### config.mk
export PLATFORM = sky130hd
export DESIGN_NAME = multicycle_control
export DESIGN_NICKNAME = d
export VERILOG_FILES = /design/src/rtl/ctrl_pkg.sv /design/src/rtl/opcode_class_dec.sv /design/src/rtl/multicycle_control.sv
export SDC_FILE = /design/constraint.sdc
export NUM_CORES = 1
export LEC_CHECK = 0
export ABC_AREA = 1
export BUFFER_PORTS_ARGS = -buffer_cell sky130_fd_sc_hd__buf_2
export CORE_ASPECT_RATIO = 1.1
export CORE_MARGIN = 2
export CORE_UTILIZATION = 43
export DETAILED_ROUTE_END_ITERATION = 16
export PLACE_DENSITY = 0.72
export SKIP_CTS_REPAIR_TIMING = 1
export SLEW_MARGIN = 10
export SYNTH_ARGS = -nofsm -noshare
export SYNTH_HDL_FRONTEND = slang
export SYNTH_HIERARCHICAL = 1
export SYNTH_SLANG_ARGS = --single-unit
### constraint.sdc
create_clock -name CLK -period 1 [get_ports CLK]
set_input_delay 0.2 -clock CLK [delete_from_list [all_inputs] [get_ports CLK]]
set_output_delay 0.2 -clock CLK [all_outputs]
set_load 0.005 [all_outputs]
### src/rtl/ctrl_pkg.sv
// Shared types and encodings for the RV32I multicycle main control FSM.
package ctrl_pkg;

   typedef enum logic [2:0] {
      RESET_S,
      FETCH,
      DECODE,
      EXEC,
      MEM,
      WB,
      TRAP
   } state_e;

   localparam int unsigned ALUOP_W     = 3;
   localparam int unsigned ALU_INSTR_W = 4;

   localparam logic [ALUOP_W-1:0] ALUOP_R      = 3'd0;
   localparam logic [ALUOP_W-1:0] ALUOP_BRANCH = 3'd1;
   localparam logic [ALUOP_W-1:0] ALUOP_LS     = 3'd2;
   localparam logic [ALUOP_W-1:0] ALUOP_I      = 3'd3;
   localparam logic [ALUOP_W-1:0] ALUOP_AUIPC  = 3'd4;
   localparam logic [ALUOP_W-1:0] ALUOP_LUI    = 3'd5;
   localparam logic [ALUOP_W-1:0] ALUOP_JAL    = 3'd6;
   localparam logic [ALUOP_W-1:0] ALUOP_JALR   = 3'd7;

   localparam logic [6:0] OPC_OP     = 7'b0110011;
   localparam logic [6:0] OPC_BRANCH = 7'b1100011;
   localparam logic [6:0] OPC_LOAD   = 7'b0000011;
   localparam logic [6:0] OPC_STORE  = 7'b0100011;
   localparam logic [6:0] OPC_OPIMM  = 7'b0010011;
   localparam logic [6:0] OPC_AUIPC  = 7'b0010111;
   localparam logic [6:0] OPC_LUI    = 7'b0110111;
   localparam logic [6:0] OPC_JAL    = 7'b1101111;
   localparam logic [6:0] OPC_JALR   = 7'b1100111;

   // Shift-right funct3: only I-type encoding where funct7[5] selects SRA vs SRL
   localparam logic [2:0] FUNCT3_SR = 3'b101;

   localparam logic [1:0] PC_SRC_PC4    = 2'b00;
   localparam logic [1:0] PC_SRC_BRANCH = 2'b01;
   localparam logic [1:0] PC_SRC_ALU    = 2'b10;

   localparam logic [1:0] WB_SEL_ALU = 2'b00;
   localparam logic [1:0] WB_SEL_MEM = 2'b01;
   localparam logic [1:0] WB_SEL_PC4 = 2'b10;

   typedef struct packed {
      logic [ALUOP_W-1:0]     alu_op;
      logic [ALU_INSTR_W-1:0] alu_instr;
      logic                   is_load;
      logic                   is_store;
      logic                   is_branch;
      logic                   legal;
   } dec_t;

endpackage

### src/rtl/opcode_class_dec.sv
// Combinational opcode classifier: ALUOp class, ALU-control field and memory/branch flags.
module opcode_class_dec
   import ctrl_pkg::*;
(
   input  logic [6:0] opcode,
   input  logic [2:0] funct3,
   input  logic       funct7_5,
   output dec_t       dec
);

   always_comb begin
      dec           = '0;
      dec.legal     = 1'b1;
      dec.alu_instr = {1'b0, funct3};
      case (opcode)
         OPC_OP: begin
            dec.alu_op       = ALUOP_R;
            dec.alu_instr[3] = funct7_5;
         end
         OPC_BRANCH: begin
            dec.alu_op    = ALUOP_BRANCH;
            dec.is_branch = 1'b1;
         end
         OPC_LOAD: begin
            dec.alu_op  = ALUOP_LS;
            dec.is_load = 1'b1;
         end
         OPC_STORE: begin
            dec.alu_op   = ALUOP_LS;
            dec.is_store = 1'b1;
         end
         OPC_OPIMM: begin
            // imm[10] is a real immediate bit except for shift-right
            dec.alu_op       = ALUOP_I;
            dec.alu_instr[3] = (funct3 == FUNCT3_SR) & funct7_5;
         end
         OPC_AUIPC: dec.alu_op = ALUOP_AUIPC;
         OPC_LUI:   dec.alu_op = ALUOP_LUI;
         OPC_JAL:   dec.alu_op = ALUOP_JAL;
         OPC_JALR:  dec.alu_op = ALUOP_JALR;
         default: begin
            dec.legal     = 1'b0;
            dec.alu_instr = '0;
         end
      endcase
   end

endmodule

### src/rtl/multicycle_control.sv
// RV32I multicycle main control: fetch over req/ready, decode, and per-state datapath strobes.
module multicycle_control
   import ctrl_pkg::*;
#(
   parameter int unsigned RESET_PC_HOLD = 0
) (
   input  logic       CLK,
   input  logic       RST_n,
   input  logic [6:0] opcode,
   input  logic [2:0] funct3,
   input  logic       funct7_5,
   input  logic       branch_taken,
   input  logic       mem_ready,
   output logic       mem_req,
   output logic       mem_we,
   output logic       ir_we,
   output logic       pc_we,
   output logic [1:0] pc_src,
   output logic       alu_src_a,
   output logic       alu_src_b,
   output logic [2:0] alu_op,
   output logic [3:0] alu_instr,
   output logic       reg_we,
   output logic [1:0] wb_sel,
   output logic       illegal
);

   localparam int unsigned HOLD_W = (RESET_PC_HOLD > 0) ? $clog2(RESET_PC_HOLD + 1) : 1;

   state_e                 state_q, state_d;
   logic [HOLD_W-1:0]      hold_q, hold_d;
   logic [ALUOP_W-1:0]     alu_op_q, alu_op_d;
   logic [ALU_INSTR_W-1:0] alu_instr_q, alu_instr_d;
   logic                   is_load_q, is_load_d;
   logic                   is_store_q, is_store_d;
   logic                   is_branch_q, is_branch_d;
   dec_t                   dec;

   opcode_class_dec u_dec (
      .opcode   (opcode),
      .funct3   (funct3),
      .funct7_5 (funct7_5),
      .dec      (dec)
   );

   always_ff @(posedge CLK or negedge RST_n) begin
      if (!RST_n) begin
         state_q     <= RESET_S;
         hold_q      <= '0;
         alu_op_q    <= '0;
         alu_instr_q <= '0;
         is_load_q   <= 1'b0;
         is_store_q  <= 1'b0;
         is_branch_q <= 1'b0;
      end else begin
         state_q     <= state_d;
         hold_q      <= hold_d;
         alu_op_q    <= alu_op_d;
         alu_instr_q <= alu_instr_d;
         is_load_q   <= is_load_d;
         is_store_q  <= is_store_d;
         is_branch_q <= is_branch_d;
      end
   end

   // Next state and strobes; strobes decode only state_q and the fields latched in DECODE
   always_comb begin
      state_d     = state_q;
      hold_d      = hold_q;
      alu_op_d    = alu_op_q;
      alu_instr_d = alu_instr_q;
      is_load_d   = is_load_q;
      is_store_d  = is_store_q;
      is_branch_d = is_branch_q;
      mem_req     = 1'b0;
      mem_we      = 1'b0;
      ir_we       = 1'b0;
      pc_we       = 1'b0;
      pc_src      = PC_SRC_PC4;
      alu_src_a   = 1'b0;
      alu_src_b   = 1'b0;
      reg_we      = 1'b0;
      wb_sel      = WB_SEL_ALU;
      illegal     = 1'b0;
      alu_op      = alu_op_q;
      alu_instr   = alu_instr_q;

      case (state_q)
         RESET_S: begin
            if (hold_q == HOLD_W'(RESET_PC_HOLD)) state_d = FETCH;
            else                                  hold_d  = hold_q + HOLD_W'(1);
         end
         FETCH: begin
            mem_req = 1'b1;
            ir_we   = mem_ready;
            pc_we   = mem_ready;
            if (mem_ready) state_d = DECODE;
         end
         DECODE: begin
            alu_op_d    = dec.alu_op;
            alu_instr_d = dec.alu_instr;
            is_load_d   = dec.is_load;
            is_store_d  = dec.is_store;
            is_branch_d = dec.is_branch;
            state_d     = dec.legal ? EXEC : TRAP;
         end
         EXEC: begin
            state_d = WB;
            if (is_branch_q) begin
               pc_we   = branch_taken;
               pc_src  = PC_SRC_BRANCH;
               state_d = FETCH;
            end else begin
               case (alu_op_q)
                  ALUOP_LS: begin
                     alu_src_b = 1'b1;
                     state_d   = MEM;
                  end
                  ALUOP_I, ALUOP_LUI: alu_src_b = 1'b1;
                  ALUOP_AUIPC: begin
                     alu_src_a = 1'b1;
                     alu_src_b = 1'b1;
                  end
                  ALUOP_JAL: begin
                     alu_src_a = 1'b1;
                     alu_src_b = 1'b1;
                     pc_we     = 1'b1;
                     pc_src    = PC_SRC_ALU;
                  end
                  ALUOP_JALR: begin
                     alu_src_b = 1'b1;
                     pc_we     = 1'b1;
                     pc_src    = PC_SRC_ALU;
                  end
                  default: ;
               endcase
            end
         end
         MEM: begin
            mem_req = 1'b1;
            mem_we  = is_store_q;
            if (mem_ready) state_d = is_store_q ? FETCH : WB;
         end
         WB: begin
            reg_we = 1'b1;
            if (is_load_q)
               wb_sel = WB_SEL_MEM;
            else if (alu_op_q == ALUOP_JAL || alu_op_q == ALUOP_JALR)
               wb_sel = WB_SEL_PC4;
            state_d = FETCH;
         end
         TRAP: illegal = 1'b1;
         default: state_d = RESET_S;
      endcase
   end

endmodule

==> summary.txt, run 1 <==
Setup path
  – Reg2reg path depth: 9
  – CP max FO: 5
  – Slowest CP cell: dfrtp_1
  – Crit path launch type: flop
  – Worst Path Buf+Inv: 1
  – Worst path required time: roughly 800 ps
  – Crit end category: output pin
  – Setup Crit Path Kind: flop to output pin
  – Reg2Reg Setup Slack: -310 ps
  – R2r endpoint: state_q[2]$_DFFE_PN0P_
  – CP arrival: 1320 ps
  – Crit path cell chain: nand2_2 > nor2_4 > nand2_4 > nor3b_2 > buf_2
  – Worst r2r src: state_q[0]$_DFFE_PN0P_
  – Crit-path max cell delay: 430 ps
  – Crit-path leading delay family: simple AND/OR/NAND/NOR gates

Clocking
  – Root Buffer: clkbuf_4
  – Worst-path clk slew: 80 ps
  – CTS tree: yes
  – # clock sinks: 13
  – Worst skew pair latency: 270 ps
  – CTS buffer count: 3
  – Longest Clk Path Bufs: 2
  – Number of H-tree levels: 1

STA
  – Final Hold Fails: 0
  – Fmax: between 600 and 700 MHz
  – Worst setup margin: -521 ps
  – RSZ-0062 raised after global routing: true
  – Tmin final: between 1500 and 2000 ps
  – Worst Tran Pin Value: between 200 and 300 ps
  – Slew margin rel.: about four fifths
  – Final setup violation count: 28
  – Final Max Tran Viols: 0
  – Clock Skew: 1.18 ps
  – Crit share post-route: 152%

Placement
  – DP Wirelength: between 2000 and 2500 um
  – Post-DP Area: 1360 um^2
  – Routability cong.: about 0.89
  – Count of input and output buffers: 33

Global route
  – Global-route wire length before repair: 3910 um
  – Largest net degree at the start of global routing: 14
  – GR Overflow Total: 0
  – Initial antenna violation count: 0
  – GRT Util Overall: 22.3%
  – Vias in the first global route: ~1000

Synth
  – Mapped Area: 908 um^2
  – Sequential element share of the synthesized area: 35.8%
  – Mean post-synth cell area: just over 6 um^2
  – Post-synth cell types: 20
  – Syn Nets: 162
  – Post-Synthesis Cells: approximately 150
  – FF+latch count, synth: 13
  – Synth warn: 6

Drt
  – Via density: 4.66
  – Routed len/inst: around 11 um
  – Drt initial violations: 15
  – Routed WL: 2630 um
  – Final ANT Viol Nets: 0
  – Routed via count: about 1100
  – First drt pass iteration count: 4
  – DRC Markers: 0

Power and ir drop
  – Power Total: 0.00286 W
  – LEAKAGE: 0.873 nW
  – Worst vdd ir: 0.000936 V
  – Pwr dens: approximately 1900 nW/um^2

Layout
  – Total Nets Final: 233
  – Most frequent cells in the layout: nand2_1 (52), buf_4 (32), buf_2 (31)
  – Synthesis-to-finish area growth: 66.0%
  – Flip-flop and latch area: between 300 and 400 um^2
  – Commonest non-fill, non-tap cell in the layout: nand2_1
  – Multi-input gate area: 572 um^2
  – Final instance area: 1510 um^2
  – Filler Cells Inserted: 183
  – Layout cell share with drive strength beyond 1: 49.3%
  – N_diodes: 0
  – Core Util, Final: 75.4%

Status
  – Violated checks: setup timing
  – Status: complete, but fails checks

Floorplanning
  – Row count: 17
  – Io pins: 34
  – Die Ht: 52.2 um
  – Core Area: 2000 um^2
  – Chip width: approximately 48 um
  – Die Footprint: between 2000 and 2500 um^2
  – Initial core utilization: between 40% and 50%

Hold path
  – Hold Startpoint: funct3[1]
  – HP Class: input port to flop
  – Hold EP: alu_instr[1]$_DFFE_PN0N_
  – Hold Crit Depth: 5

Job
  – Maxcap violations: 0
-- worst min-delay path: cells and delay by family --
family,cells,cell delay [ps]
compound gates,1,30
simple gates,2,90
buf+inv,2,150
-- layout make-up --
| class | instances | area share [%] |
|---|---|---|
| inverter | 22 | 6.47 |
| timing repair buffer | 68 | 29.9 |
| tap | 28 | 2.32 |
| sequential | 13 | 21.7 |
| clock buffer | 4 | 1.74 |
| multi-input combinational | 110 | 37.9 |
-- cells in the mapped netlist --
library cell   n  area (um^2)
a21oi_1        3         15.0
nand3_2        1         10.0
nor2_4         1         11.3
a31oi_1        1         6.26
nor2_2         3         18.8
a21oi_2        1         8.76
nor3_1         3         15.0
nand2_2        2         12.5
nor3b_1        1         7.51
nor2_1        22         82.6
a31o_1         1         8.76
inv_2          5         18.8
o211ai_1       1         7.51
buf_4          1         7.51
inv_1         17         63.8
buf_6          1         11.3
nand2_1       58          218
o21ai_0        4         20.0
dfrtp_1       13          325
nand3_1        8         40.0
-- flip-flops by register name (all words and copies together) (netlist names) --
signal	count
alu_op	3
alu_instr	4
is_branch_q	1
state_q	3
is_store_q	1
is_load_q	1
-- cells by family after synthesis --
group | count (synthesis) | share of synthesized area (%)
compound gates | 11 | 7.30
simple gates | 99 | 45.7
buf+inv | 24 | 11.2
flops | 13 | 35.8
-- through the flow --
stage	hold WS (ps)	worst slack, ps	setup TNS, ps	cells
4_1_cts	-199	-581	-8510	235
2_1_floorplan	-95.6	-91.7	-850	147
3_3_place_gp	97.5	-308	-3960	231
5_1_grt	261	-601	-10810	245
6_report	240	-521	-8690	245
3_5_place_dp	101	-337	-4720	231
-- power breakdown --
part	switching, W	total, W	internal (W)
registers	0.000166	0.000845	0.000679
logic	0.000823	0.00169	0.000866
clock network	0.000167	0.000322	0.000155
total	0.00116	0.00286	0.00170
-- per-layer routing --
layer	GRT usage [%]	routed length (um)	share of wire, %	up-vias
li1	-	-	-	591
met1	23.7	1030	39	513
met2	40.0	1470	56	31
met3	3.10	82	3.1	6
met4	12.2	55	2.1	0
met5	0	0	0	-
-- worst max path at each step --
stage               slack (ps)                     end  depth (start not counted)              startpoint
finish                    -520               alu_src_a                          5  state_q[1]$_DFFE_PN0P_
global route              -600               alu_src_a                          5  state_q[1]$_DFFE_PN0P_
CTS                       -580                   pc_we                          7  state_q[0]$_DFFE_PN0P_
detailed placement        -340  state_q[0]$_DFFE_PN0P_                         14               opcode[3]
global placement          -310  state_q[0]$_DFFE_PN0P_                         14               opcode[3]
floorplan                  -90                   pc_we                          5  state_q[1]$_DFFE_PN0P_
Power figures use the tool's default switching activity.
==> inputs of run 2 (changes only) <==
MAX_ROUTING_LAYER = met4   (was not set)
==> run 2 against run 1 <==
Net effect:
- the run still ends with setup timing left
- wire length is 2.0% lower
- cell area shrank 0.83%
- utilization is 0.63 points lower
- count of clock-buffer cells in the layout is the same
- combinational power decreased by 5%
- register-to-register slack gained 80 ps
- sequential share of layout area grew 0.43 points
- sequential power grew 2%
- sequential cell count unchanged
- global-route usage is 0.57 points higher
- power shrank 2.4%
- final cell count is 0.82% lower
- critical path type unchanged
- largest cell class unchanged
- largest power group unchanged
==> summary.txt, run 2 (synthesis results as in run 1) <==
STA
  – Worst Tran Pin Value: 294 ps (-1.62 ps)
  – Final hold slack: 243 ps (+3.54 ps)
  – Final setup violation count: 28 (unchanged)
  – Clock Skew: 3.16 ps (+1.98 ps)
  – Tmin final: 1530 ps (+6.02 ps)
  – Worst setup margin: -527 ps (-6.02 ps)
  – TNS Setup: -8070 ps (+621 ps)
  – Final Max Tran Viols: 0 (unchanged)
  – Final Hold Fails: 0 (unchanged)
  – RSZ-0062 raised after global routing: true
  – Crit share post-route: 153% (+0.60 points)
  – Slew margin rel.: 80.4% (+0.11 points)
  – Fmax: 655 MHz (-0.39%)

Clocking
  – # clock sinks: 13 (unchanged)
  – CTS buffer count: 3 (unchanged)
  – Number of H-tree levels: 1 (unchanged)
  – Worst skew pair latency: 270 ps (about the same)
  – Longest Clk Path Bufs: 2 (unchanged)
  – Root Buffer: clkbuf_4
  – CTS tree: yes
  – Worst-path clk slew: 70 ps (about the same)

Layout
  – Synthesis-to-finish area growth: 64.6%
  – Total Nets Final: 231 (-0.86%)
  – Commonest non-fill, non-tap cell in the layout: nand2_1
  – Non-Filler Instances: 243 (-0.82%)
  – N_diodes: 0 (unchanged)
  – Max reg flops: 4 (unchanged)
  – Final instance area: 1500 um^2 (-0.83%)
  – Most frequent cells in the layout: nand2_1 (52), buf_2 (30), buf_4 (30)
  – Layout cell share with drive strength beyond 1: 49.8% (+0.46 points)

Hold path
  – HP Class: input port to flop

Placement
  – Count of input and output buffers: 33 (unchanged)
  – DP Wirelength: 2100 um (-1.1%)
  – Dpl cells: 230 (-0.43%)
  – Pre-CTS setup slack: -357 ps (-20.6 ps)
  – Routability cong.: 0.894 (+0.22%)
  – Post-DP Area: 1350 um^2 (-0.55%)

Setup path
  – Setup Crit Path Kind: flop to output pin
  – CP max FO: 4 (-1)
  – Worst path required time: 800 ps (about the same)
  – Crit path launch type: flop
  – CP arrival: 1330 ps (about the same)
  – Crit end category: output pin

Global route
  – Vias in the first global route: 1027 (+4.7%)
  – GRT Util Overall: 22.9% (+0.57 points)
  – Global-route wire length before repair: 4010 um (+2.5%)
  – GR Overflow Total: 0 (unchanged)
  – Largest net degree at the start of global routing: 14 (unchanged)
  – Initial antenna violation count: 0 (unchanged)

Power and ir drop
  – Worst vdd ir: 0.000825 V (-12%)
  – Pwr dens: 1860 nW/um^2 (-1.6%)
  – LEAKAGE: 0.859 nW (-1.5%)

Floorplanning
  – Die Footprint: 2500 um^2 (unchanged)
  – Core Area: 2000 um^2 (unchanged)
  – Initial core utilization: 45.4% (unchanged)
  – Chip width: 47.8 um (unchanged)
  – Die Ht: 52.2 um (unchanged)
  – Io pins: 34 (unchanged)
  – Row count: 17 (unchanged)

Drt
  – First drt pass iteration count: 4 (unchanged)
  – Routed via count: 1140 (-0.088%)
  – Routed len/inst: 10.6 um (-1.2%)
  – Final ANT Viol Nets: 0 (unchanged)
  – Routed WL: 2580 um (-2.0%)
  – DRC Markers: 0 (unchanged)
  – Via density: 4.69 (+0.73%)
  – Drt initial violations: 12 (-3)

Status
  – Violated checks: setup timing
  – Status: complete, but fails checks

Job
  – Maxcap violations: 0 (unchanged)
-- run 2: cell types whose count changed in the layout (fill, tap and decap cells not counted) --
cell | previous run | this run
buf_2 | 31 | 30
buf_6 | 4 | 5
nor2_1 | 12 | 13
nor2_4 | 6 | 5
dfrtp_1 | 12 | 9
dfrtp_2 | 1 | 4
buf_4 | 32 | 30
-- run 2: final cells by class --
class | count | area, um^2
Multi-Input combinational cell | 110 | 564
Clock buffer | 4 | 26.3
Tap cell | 28 | 35.0
Timing Repair Buffer | 66 | 442
Inverter | 22 | 97.6
Fill cell | 191 | 504
Sequential cell | 13 | 330
-- run 2: path summary, 6_finish.rpt --
path / cells after the start / startpoint / endpoint / slack [ps]
worst min register to register: 2 / alu_instr[3]$_DFFE_PN0N_ / alu_instr[3]$_DFFE_PN0N_ / 470
worst max-delay path: 7 / state_q[0]$_DFFE_PN0P_ / pc_we / -530
worst min-delay path: 5 / funct3[1] / alu_instr[1]$_DFFE_PN0N_ / 240
max in group asynchronous: 2 / RST_n / alu_op[2]$_DFFE_PN0N_ / 420
min in group asynchronous: 2 / RST_n / is_load_q$_DFFE_PN0N_ / 330
worst max register to register: 6 / state_q[1]$_DFFE_PN0P_ / is_branch_q$_DFFE_PN0N_ / -230
-- run 2: routing by layer --
| layer | vias up | global-route usage [%] | part of all wire, % |
|---|---|---|---|
| met5 | - | - | 0 |
| met4 | 0 | 11.3 | 2.3 |
| met3 | 8 | 2.41 | 3.5 |
| met2 | 28 | 39.3 | 54 |
| met1 | 522 | 25.3 | 40 |
| li1 | 582 | - | - |
-- run 2: through the flow --
step	util, %	power, W
final	74.8	0.00279
after global placement	67.5	0.00212
after CTS	68.8	0.00249
after floorplan	-	0.00155
after detailed placement	67.5	0.00216
after global routing	74.8	0.00301
-- run 2: report_power, final --
part	internal (W)	leakage [nW]	switching (W)	total [W]
Clock	0.000154	0.0150	0.000161	0.000316
Sequential	0.000688	0.170	0.000176	0.000865
Combinational	0.000827	0.674	0.000779	0.00161
-- run 2: critical path, cell delays in order (launching register included) --
cell	delay, ps
dfrtp_2	420
inv_2	70
nor2_4	130
nand2_2	70
nor2_2	100
inv_1	60
o211ai_1	70
buf_2	140
==> inputs of run 3 (changes only) <==
BUFFER_PORTS_ARGS = -buffer_cell sky130_fd_sc_hd__buf_4   (was -buffer_cell sky130_fd_sc_hd__buf_2)
==> run 3 against run 2 <==
Net effect:
- the run still ends with setup timing left
- sequential cell count unchanged
- final cell count rose by 0.41%
- register-to-register slack worse by 80 ps
- cell area increased by 9.0%
- sequential power is essentially flat
- utilization grew 6.7 points
- worst hold slack lost 7.9 ps
- maximum frequency grew 0.62%
- setup slack gained 9.5 ps
- first-iteration DRC count shrank 8.3%
- non-clock buffer count rose by 1
==> summary.txt, run 3 (synthesis results as in run 1) <==
Status
  – Violated checks: setup timing
  – Status: complete, but fails checks

Clocking
  – Number of H-tree levels: 1 (unchanged)
  – Longest Clk Path Bufs: 2 (unchanged)
  – Worst skew pair latency: 280 ps (about the same)
  – CTS tree: yes
  – # clock sinks: 13 (unchanged)
  – Root Buffer: clkbuf_4
  – CTS buffer count: 3 (unchanged)
  – Worst-path clk slew: 80 ps (about the same)

Placement
  – Post-DP Area: 1460 um^2 (+8.2%)
  – Count of input and output buffers: 33 (unchanged)
  – DP Wirelength: 2190 um (+4.4%)
  – Routability cong.: 0.869 (-2.9%)
  – Dpl cells: 232 (+0.87%)

Setup path
  – Worst path required time: 800 ps (about the same)
  – Crit-path leading delay family: flip-flops
  – Crit path cell chain: inv_2 > nor2_4 > nand2_2 > nor2_2 > inv_1 > o211ai_1 > buf_4
  – Crit path launch type: flop
  – Crit-path max cell delay: 420 ps (about the same)
  – CP max FO: 3 (-1)
  – Slowest CP cell: dfrtp_1
  – CP arrival: 1320 ps (about the same)
  – Worst Path Buf+Inv: 3 (unchanged)
  – Setup Crit Path Kind: flop to output pin
  – Crit end category: output pin

Power and ir drop
  – Worst vdd ir: 0.00120 V (+46%)
  – Internal: 0.00182 W (+9.2%)
  – Seq pwr share: 28.3% (-2.7 points)
  – LEAKAGE: 0.893 nW (+3.9%)
  – Logic pwr share: 61.0% (+3.4 points)
  – Pwr dens: 1880 nW/um^2 (+0.89%)
  – Net Switching: 0.00124 W (+11%)
  – Clock power share: 10.6% (-0.7 points)
  – Power Total: 0.00306 W (+9.9%)
  – Sw frac: 40.5% (+0.39 points)

STA
  – Final Hold Fails: 0 (unchanged)
  – RSZ-0062 raised after global routing: true
  – Crit share post-route: 152% (-0.95 points)
  – Final setup violation count: 29 (+3.6%)
  – Fmax: 659 MHz (+0.62%)
  – Worst setup margin: -518 ps (+9.45 ps)
  – Tmin final: 1520 ps (-9.45 ps)
  – Worst Tran Pin Value: 218 ps (-76.1 ps)
  – TNS Setup: -8750 ps (-683 ps)
  – Final hold slack: 236 ps (-7.92 ps)
  – Final Max Tran Viols: 0 (unchanged)
  – Slew margin rel.: 85.4% (+5.0 points)
  – Clock Skew: 3.66 ps (+0.495 ps)

Drt
  – Via density: 4.74 (+1.1%)
  – DRC Markers: 0 (unchanged)
  – Routed WL: 2790 um (+8.3%)
  – Final ANT Viol Nets: 0 (unchanged)
  – First drt pass iteration count: 4 (unchanged)
  – Drt initial violations: 11 (-1)
  – Routed via count: 1157 (+1.5%)
  – Routed len/inst: 11.4 um (+7.9%)

Layout
  – Most frequent cells in the layout: buf_4 (55), nand2_1 (50), inv_1 (12)
  – Layout cell share with drive strength beyond 1: 51.9% (+2.1 points)
  – Non-Filler Instances: 244 (+0.41%)
  – Commonest non-fill, non-tap cell in the layout: buf_4
  – Synthesis-to-finish area growth: 79.3%
  – Final instance area: 1630 um^2 (+9.0%)
  – Max reg flops: 4 (unchanged)
  – N_diodes: 0 (unchanged)
  – Total Nets Final: 232 (+0.43%)

Global route
  – Global-route wire length before repair: 4220 um (+5.2%)
  – Vias in the first global route: 1050 (+2.2%)
  – Initial antenna violation count: 0 (unchanged)
  – Largest net degree at the start of global routing: 14 (unchanged)
  – GR Overflow Total: 0 (unchanged)
  – GRT Util Overall: 24.5% (+1.6 points)

Floorplanning
  – Die Ht: 52.2 um (unchanged)
  – Die Footprint: 2500 um^2 (unchanged)
  – Io pins: 34 (unchanged)
  – Row count: 17 (unchanged)
  – Core Area: 2000 um^2 (unchanged)
  – Initial core utilization: 45.4% (unchanged)
  – Chip width: 47.8 um (unchanged)

Hold path
  – HP Class: input port to flop

Job
  – Maxcap violations: 0 (unchanged)
run 3: changes by cell type in the layout (fill, tap and decap cells not counted), sizes merged:
| cell | before | now |
|---|---|---|
| buf | 65 | 66 |
run 3: worst min-delay path: cells and delay by family:
family,cells,cell delay (ps)
buffers and inverters,1,80
AND/OR/NAND/NOR,4,190
run 3: path summary, 6_finish.rpt:
check                      slack (ps)  cells past startpoint                startpoint                        to
max                              -520                      7    state_q[0]$_DFFE_PN0P_                     pc_we
min                               240                      5                  funct7_5  alu_instr[3]$_DFFE_PN0N_
max reg2reg                      -310                      9    state_q[0]$_DFFE_PN0P_    state_q[2]$_DFFE_PN0P_
min reg2reg                       510                      2  alu_instr[0]$_DFFE_PN0N_  alu_instr[0]$_DFFE_PN0N_
max in group asynchronous         520                      2                     RST_n    state_q[1]$_DFFE_PN0P_
min in group asynchronous         300                      2                     RST_n     alu_op[1]$_DFFE_PN0N_
run 3: layout make-up:
class                   count  area, um^2
repair buffers             67         556
inverters                  22        97.6
clock buffers               4        26.3
multi-input cells         110         587
flip-flops and latches     13         328
well taps                  28        35.0
fillers                   156         370
run 3: power groups by stage:
stage,Clock (W),Combinational [W],Sequential [W]
5_1_grt,0.000362,0.00203,0.000886
2_1_floorplan,0,0.000755,0.000798
3_3_place_gp,0,0.00145,0.000823
4_1_cts,0.000343,0.00150,0.000818
3_5_place_dp,0,0.00149,0.000827
6_report,0.000326,0.00187,0.000868
run 3: per-stage QoR:
step                util, %  setup slack [ps]
CTS                    74.3              -591
floorplan                 -             -91.7
detailed placement     73.0              -311
global route           81.5              -585
global placement       73.0              -272
finish                 81.5              -518
run 3: per-layer routing:
metal,GRT usage [%],routed length (um),up-vias
met4,13.1,86,0
met1,26.8,1100,525
li1,-,-,587
met2,41.1,1510,35
met5,-,0,-
met3,3.79,94,10
